**config.mk**
```make
export PLATFORM = sky130hd
export DESIGN_NAME = stopwatch_button_ctrl_flat
export DESIGN_NICKNAME = d
export VERILOG_FILES = /design/src/rtl/stopwatch_button_ctrl_if.sv /design/src/rtl/stopwatch_button_ctrl.sv /design/src/flat_wrapper.sv
export SDC_FILE = /design/constraint.sdc
export NUM_CORES = 1
export LEC_CHECK = 0
export ABC_AREA = 1
export CAP_MARGIN = 40
export CORE_AREA = 2 2 39 41
export DETAILED_ROUTE_END_ITERATION = 10
export DIE_AREA = 0 0 41 43
export GPL_TIMING_DRIVEN = 1
export PLACE_DENSITY_LB_ADDON = 0.25
export SETUP_SLACK_MARGIN = 0.5
export SKIP_CTS_REPAIR_TIMING = 1
export SLEW_MARGIN = 20
export SYNTH_ARGS = -nofsm -noshare
export SYNTH_HDL_FRONTEND = slang
export SYNTH_SLANG_ARGS = --single-unit
```
**constraint.sdc**
```tcl
create_clock -name clk -period 1.5 [get_ports clk]
set_input_delay 0.3 -clock clk [delete_from_list [all_inputs] [get_ports clk]]
set_output_delay 0.3 -clock clk [all_outputs]
set_load 0.01 [all_outputs]
```
**src/rtl/stopwatch_button_ctrl_if.sv**
```systemverilog
// stopwatch_button_ctrl_if: raw button inputs and conditioned timer-control outputs.
interface stopwatch_button_ctrl_if;
  logic btn_ss_raw;
  logic btn_clr_raw;
  logic start;
  logic stop;
  logic clr;
  logic running;
  modport master(input btn_ss_raw, btn_clr_raw, output start, stop, clr, running);
  modport slave(output btn_ss_raw, btn_clr_raw, input start, stop, clr, running);
endinterface

```
**src/rtl/stopwatch_button_ctrl.sv**
```systemverilog
// stopwatch_button_ctrl: synchronize and debounce two buttons into start/stop/clr pulses.
module stopwatch_button_ctrl #(
  parameter int SYNC_STAGES = 2,
  parameter int DB_CYCLES   = 4
) (
  input  logic                           clk,
  input  logic                           reset,
  stopwatch_button_ctrl_if.master        btn
);
  localparam int CW = $clog2(DB_CYCLES + 1);
  localparam logic [CW-1:0] LAST = CW'(DB_CYCLES - 1);
  typedef enum logic {IDLE, RUN} state_t;
  state_t state_q, state_d;
  logic [SYNC_STAGES-1:0] sync_q [2];
  logic [CW-1:0] cnt_q [2];
  logic [CW-1:0] cnt_d [2];
  logic [1:0] raw, sy, flip, press, db_q, db_d;
  logic start_q, stop_q, clr_q, start_d, stop_d, clr_d;
  assign raw = {btn.btn_clr_raw, btn.btn_ss_raw};
  // channel 0 is START/STOP, channel 1 is CLEAR; press is the 0->1 flip of db
  always_comb begin
    for (int i = 0; i < 2; i++) begin
      sy[i] = sync_q[i][SYNC_STAGES-1];
      flip[i] = (sy[i] != db_q[i]) && (cnt_q[i] == LAST);
      cnt_d[i] = (sy[i] == db_q[i] || flip[i]) ? '0 : cnt_q[i] + 1'b1;
      db_d[i] = flip[i] ? sy[i] : db_q[i];
      press[i] = flip[i] & sy[i];
    end
  end
  always_comb begin
    clr_d = press[1];
    start_d = !press[1] && press[0] && state_q == IDLE;
    stop_d = !press[1] && press[0] && state_q == RUN;
    state_d = (clr_d || stop_d) ? IDLE : start_d ? RUN : state_q;
  end
  always_ff @(posedge clk) begin
    if (reset) begin
      for (int i = 0; i < 2; i++) begin
        sync_q[i] <= '0;
        cnt_q[i] <= '0;
      end
      db_q <= '0;
      state_q <= IDLE;
      start_q <= 1'b0;
      stop_q <= 1'b0;
      clr_q <= 1'b0;
    end else begin
      for (int i = 0; i < 2; i++) begin
        sync_q[i] <= {sync_q[i][SYNC_STAGES-2:0], raw[i]};
        cnt_q[i] <= cnt_d[i];
      end
      db_q <= db_d;
      state_q <= state_d;
      start_q <= start_d;
      stop_q <= stop_d;
      clr_q <= clr_d;
    end
  end
  assign btn.start = start_q;
  assign btn.stop = stop_q;
  assign btn.clr = clr_q;
  assign btn.running = state_q == RUN;
endmodule
```
**src/flat_wrapper.sv**
```systemverilog
// flat-port wrapper written by rule: the top's interface ports become plain ports
module stopwatch_button_ctrl_flat 
#(
  parameter int SYNC_STAGES = 2,
  parameter int DB_CYCLES   = 4
)
  (clk, reset, btn_btn_ss_raw, btn_btn_clr_raw, btn_start, btn_stop, btn_clr, btn_running);
  stopwatch_button_ctrl_if btn_i ();
  input  logic clk;
  input  logic reset;
  input wire logic [$bits(btn_i.btn_ss_raw)-1:0] btn_btn_ss_raw;
  input wire logic [$bits(btn_i.btn_clr_raw)-1:0] btn_btn_clr_raw;
  output wire logic [$bits(btn_i.start)-1:0] btn_start;
  output wire logic [$bits(btn_i.stop)-1:0] btn_stop;
  output wire logic [$bits(btn_i.clr)-1:0] btn_clr;
  output wire logic [$bits(btn_i.running)-1:0] btn_running;
  assign btn_i.btn_ss_raw = btn_btn_ss_raw;
  assign btn_i.btn_clr_raw = btn_btn_clr_raw;
  assign btn_start = btn_i.start;
  assign btn_stop = btn_i.stop;
  assign btn_clr = btn_i.clr;
  assign btn_running = btn_i.running;
  stopwatch_button_ctrl #(.SYNC_STAGES(SYNC_STAGES), .DB_CYCLES(DB_CYCLES)) u_core (.clk(clk), .reset(reset), .btn(btn_i));
endmodule
```
==> results by group <==
Outcome
  • Result of the run: finished, final reports clean

Synthesis
  • Synthesis-stage register bit count: 16
  • Number of synthesis warnings: 0
  • Main combinational cell family by area after synthesis: simple AND/OR/NAND/NOR gates
  • Post-synthesis net count: 72
  • Unique masters post-synth: 12
  • Fraction of synthesized cell area taken by the top area cell type: 56.8%
  • Mux contribution to synthesized area: 0%
  • Basic-gate share of the synthesized area counting and, or, nand and nor cells: 18.0%
  • Xor/xnor cell area share of the yosys netlist: 3.10%
  • Biggest area consumer among synthesized cells: sky130_fd_sc_hd__dfxtp_1
  • Main area contributors after synthesis: sky130_fd_sc_hd__dfxtp_1 (57%), sky130_fd_sc_hd__nor2_1 (9.3%), sky130_fd_sc_hd__ha_1 (8.9%)
  • Number of cells produced by synthesis: 64
  • Netlist area before placement: 564 sq um
  • Sequential share of the synthesized area: 56.8%
  • Adder-cell share of the synthesized area: 8.87%
  • Compound-Gate Fraction of Synth Area: 2.66%
  • Mean area per synthesized cell: 8.82 sq um

Timing
  • Skew final: 0.00552 ns
  • RSZ-0062 raised after global routing: true
  • Final period util: 70.3%
  • Number of setup violations in the final report: 0
  • Slew at the pin closest to its max-slew limit: 0.433 ns
  • Endpoints failing hold: 0
  • Headroom to the max-slew limit: 71.1%
  • Worst hold slack after final layout: 0.403 ns
  • Fmax: 948 MHz
  • Shortest period the worst path allows: 1.05 ns
  • Count of pins over their slew limit: 0

Route
  • Drt pass-1 iters: 4
  • Routed wire length: 832 um
  • Via density per instance: 4.33
  • Wirelength per Cell: 9.24 um
  • Detail Route met3 WL: 48 um
  • Detailed route wirelength on metal2: 377 um
  • Topmost layer with routed signal wires: met4
  • Number of design-rule violations left by the first detailed-router iteration: 4
  • Number of remaining DRC errors: 0
  • Antenna-violating nets left: 0
  • Length of routed wiring on met1: 382 um
  • Routed vias: 390

Critical path
  • Kind of cell adding the most delay to the critical path: flip-flops
  • R2r startpoint: u_core.cnt_q[0][0]$_SDFF_PP0_
  • Cell chain of the critical path: buf_6
  • Required time of the worst setup path: 1.20 ns
  • R2R Setup Slk: 0.49 ns
  • Biggest cell delay along the critical path: 0.36 ns
  • Worst-path cell with the longest stage delay: sky130_fd_sc_hd__dfxtp_2
  • Endpoint class of the critical path: output port
  • Setup crit start: u_core.btn.running$_SDFFE_PP0P_
  • Endpoint of the worst-slack reg-to-reg timing path: u_core.btn.running$_SDFFE_PP0P_
  • Largest driver fanout on the critical path: 3
  • Logic depth of the worst register-to-register path: 5
  • Classification of the worst setup path: register to output port
  • Data arrival at the endpoint of the critical path: 0.75 ns
  • Critical path endpoint: btn_running
  • Crit path buffers/inverters: 1
  • Critical path launch point type: register
  • Number of cells on the critical path: 1

Cells and area
  • Area of all placed cells without fillers: 761 sq um
  • Post-synthesis to final-layout area growth: 34.8%
  • Number of non-filler instances in the completed layout: 90
  • Number of nets in the layout: 83
  • Commonest non-fill, non-tap cells in the layout: sky130_fd_sc_hd__inv_1 (12), sky130_fd_sc_hd__nor2_1 (12), sky130_fd_sc_hd__dfxtp_1 (12)
  • ANT cells: 0
  • Utilization after layout: 55.0%
  • Fraction of final layout cells with drive strength greater than 1: 33.8%

Global route
  • Number of global-route vias before repair: 313
  • Wire length of the first global-routing pass: 1.29 mm
  • Number of antenna violations at the first check in global routing: 0
  • Total congestion overflow after global routing: 0
  • Largest net degree at the start of global routing: 10
  • Global-route usage over all layers: 11.7%

CTS
  • Clock H-tree levels: 1
  • Clock slew at reported path FFs: 0.09 ns
  • Sinks on Clock Net: 16
  • Master cell of the clock root buffer: sky130_fd_sc_hd__clkbuf_4
  • CTS tree: yes
  • Worst-Skew Late Latency: 0.29 ns
  • Number of CTS-inserted buffers: 3
  • CTS max path bufs: 2

Run
  • Number of maximum-capacitance violations: 0

Pwr
  • Total Power Consumption: 0.751 mW
  • Leakage power of the design: 0.319 nW
  • Power per cell area: 987 nW/um^2
  • VDD IR max: 0.716 mV

Placement
  • RD Place Congestion: 0.754
  • Port bufs: 7
  • Total cell area at the placement stage: 648 sq um
  • Cell count after placement: 86
  • DP HPWL: 533 um

Floorplanning
  • Initial cell density of the core: 40.8%
  • Top-Level Pins: 8
  • Core Area: 1380 sq um
  • DIE HEIGHT: 43 um
  • Standard-cell rows: 14
  • Die ar.: 1760 sq um
  • Width of the chip: 41 um

Min path
  • Hold Path Class: register to register
## where the power goes
group	internal, mW	switching, mW	total [mW]
registers	0.431	0.00490	0.436
logic	0.0148	0.0150	0.0298
clock network	0.148	0.137	0.285
total	0.594	0.157	0.751
## how the worst min path moves through the flow
stage | start | end | slack (ns) | cells after the start
3_3_place_gp | u_core.sync_q[0][2]$_SDFF_PP0_ | u_core.sync_q[0][3]$_SDFF_PP0_ | 0.39 | 2
2_1_floorplan | u_core.sync_q[0][0]$_SDFF_PP0_ | u_core.sync_q[0][1]$_SDFF_PP0_ | 0.39 | 2
3_5_place_dp | u_core.sync_q[0][2]$_SDFF_PP0_ | u_core.sync_q[0][3]$_SDFF_PP0_ | 0.40 | 2
4_1_cts | u_core.sync_q[0][2]$_SDFF_PP0_ | u_core.sync_q[0][3]$_SDFF_PP0_ | 0.41 | 2
6_report | u_core.sync_q[0][2]$_SDFF_PP0_ | u_core.sync_q[0][3]$_SDFF_PP0_ | 0.40 | 2
5_1_grt | u_core.sync_q[0][2]$_SDFF_PP0_ | u_core.sync_q[0][3]$_SDFF_PP0_ | 0.42 | 2
## cell families after synthesis
kind of cell / Yosys count
AND/OR/NAND/NOR: 25
flip-flops: 16
buffers and inverters: 14
adder cells (fa/ha/maj): 4
AO/OA/AOI/OAI: 3
XOR/XNOR: 2
## metal layers
metal | GRT usage (%) | up-vias
met4 | 12.0 | 0
met5 | 0 | -
li1 | - | 213
met3 | 4.71 | 4
met2 | 12.8 | 10
met1 | 15.7 | 163
## synth_stat cells (all sizes together)
| cell type | count |
|---|---|
| a21oi | 2 |
| inv | 13 |
| nor3 | 1 |
| nor2 | 14 |
| dfxtp | 16 |
| ha | 4 |
| nand3 | 3 |
| buf | 1 |
| o21ai | 1 |
| nand2 | 6 |
| xor2 | 2 |
| nand4 | 1 |
## worst register-to-register path: stages (launching register included)
cell and delay, ns:
sky130_fd_sc_hd__dfxtp_2 0.35, sky130_fd_sc_hd__ha_4 0.16, sky130_fd_sc_hd__ha_4 0.17, sky130_fd_sc_hd__nand3_2 0.08
sky130_fd_sc_hd__nand2_1 0.06, sky130_fd_sc_hd__a21oi_1 0.12
## flip-flops by register name, indices dropped and copies added (netlist names)
name                flops
u_core.db_q             2
u_core.btn.clr          1
u_core.sync_q           4
u_core.btn.stop         1
u_core.btn.start        1
u_core.cnt_q            6
u_core.btn.running      1
## cell type report
class,instances,area (sq um)
Inverter,13,48.8
Tap cell,16,20.0
Timing Repair Buffer,7,58.8
Sequential cell,16,325
Clock buffer,4,36.3
Multi-Input combinational cell,34,272
Fill cell,133,623
## per-stage QoR
stage	setup TNS (ns)	setup WS (ns)
floorplan	0	0.503
CTS	-0.00117	-0.00117
finish	0	0.445
detailed placement	0	0.160
global route	0	0.413
global placement	0	0.195
Note: power is estimated with default switching activity, not from simulation.
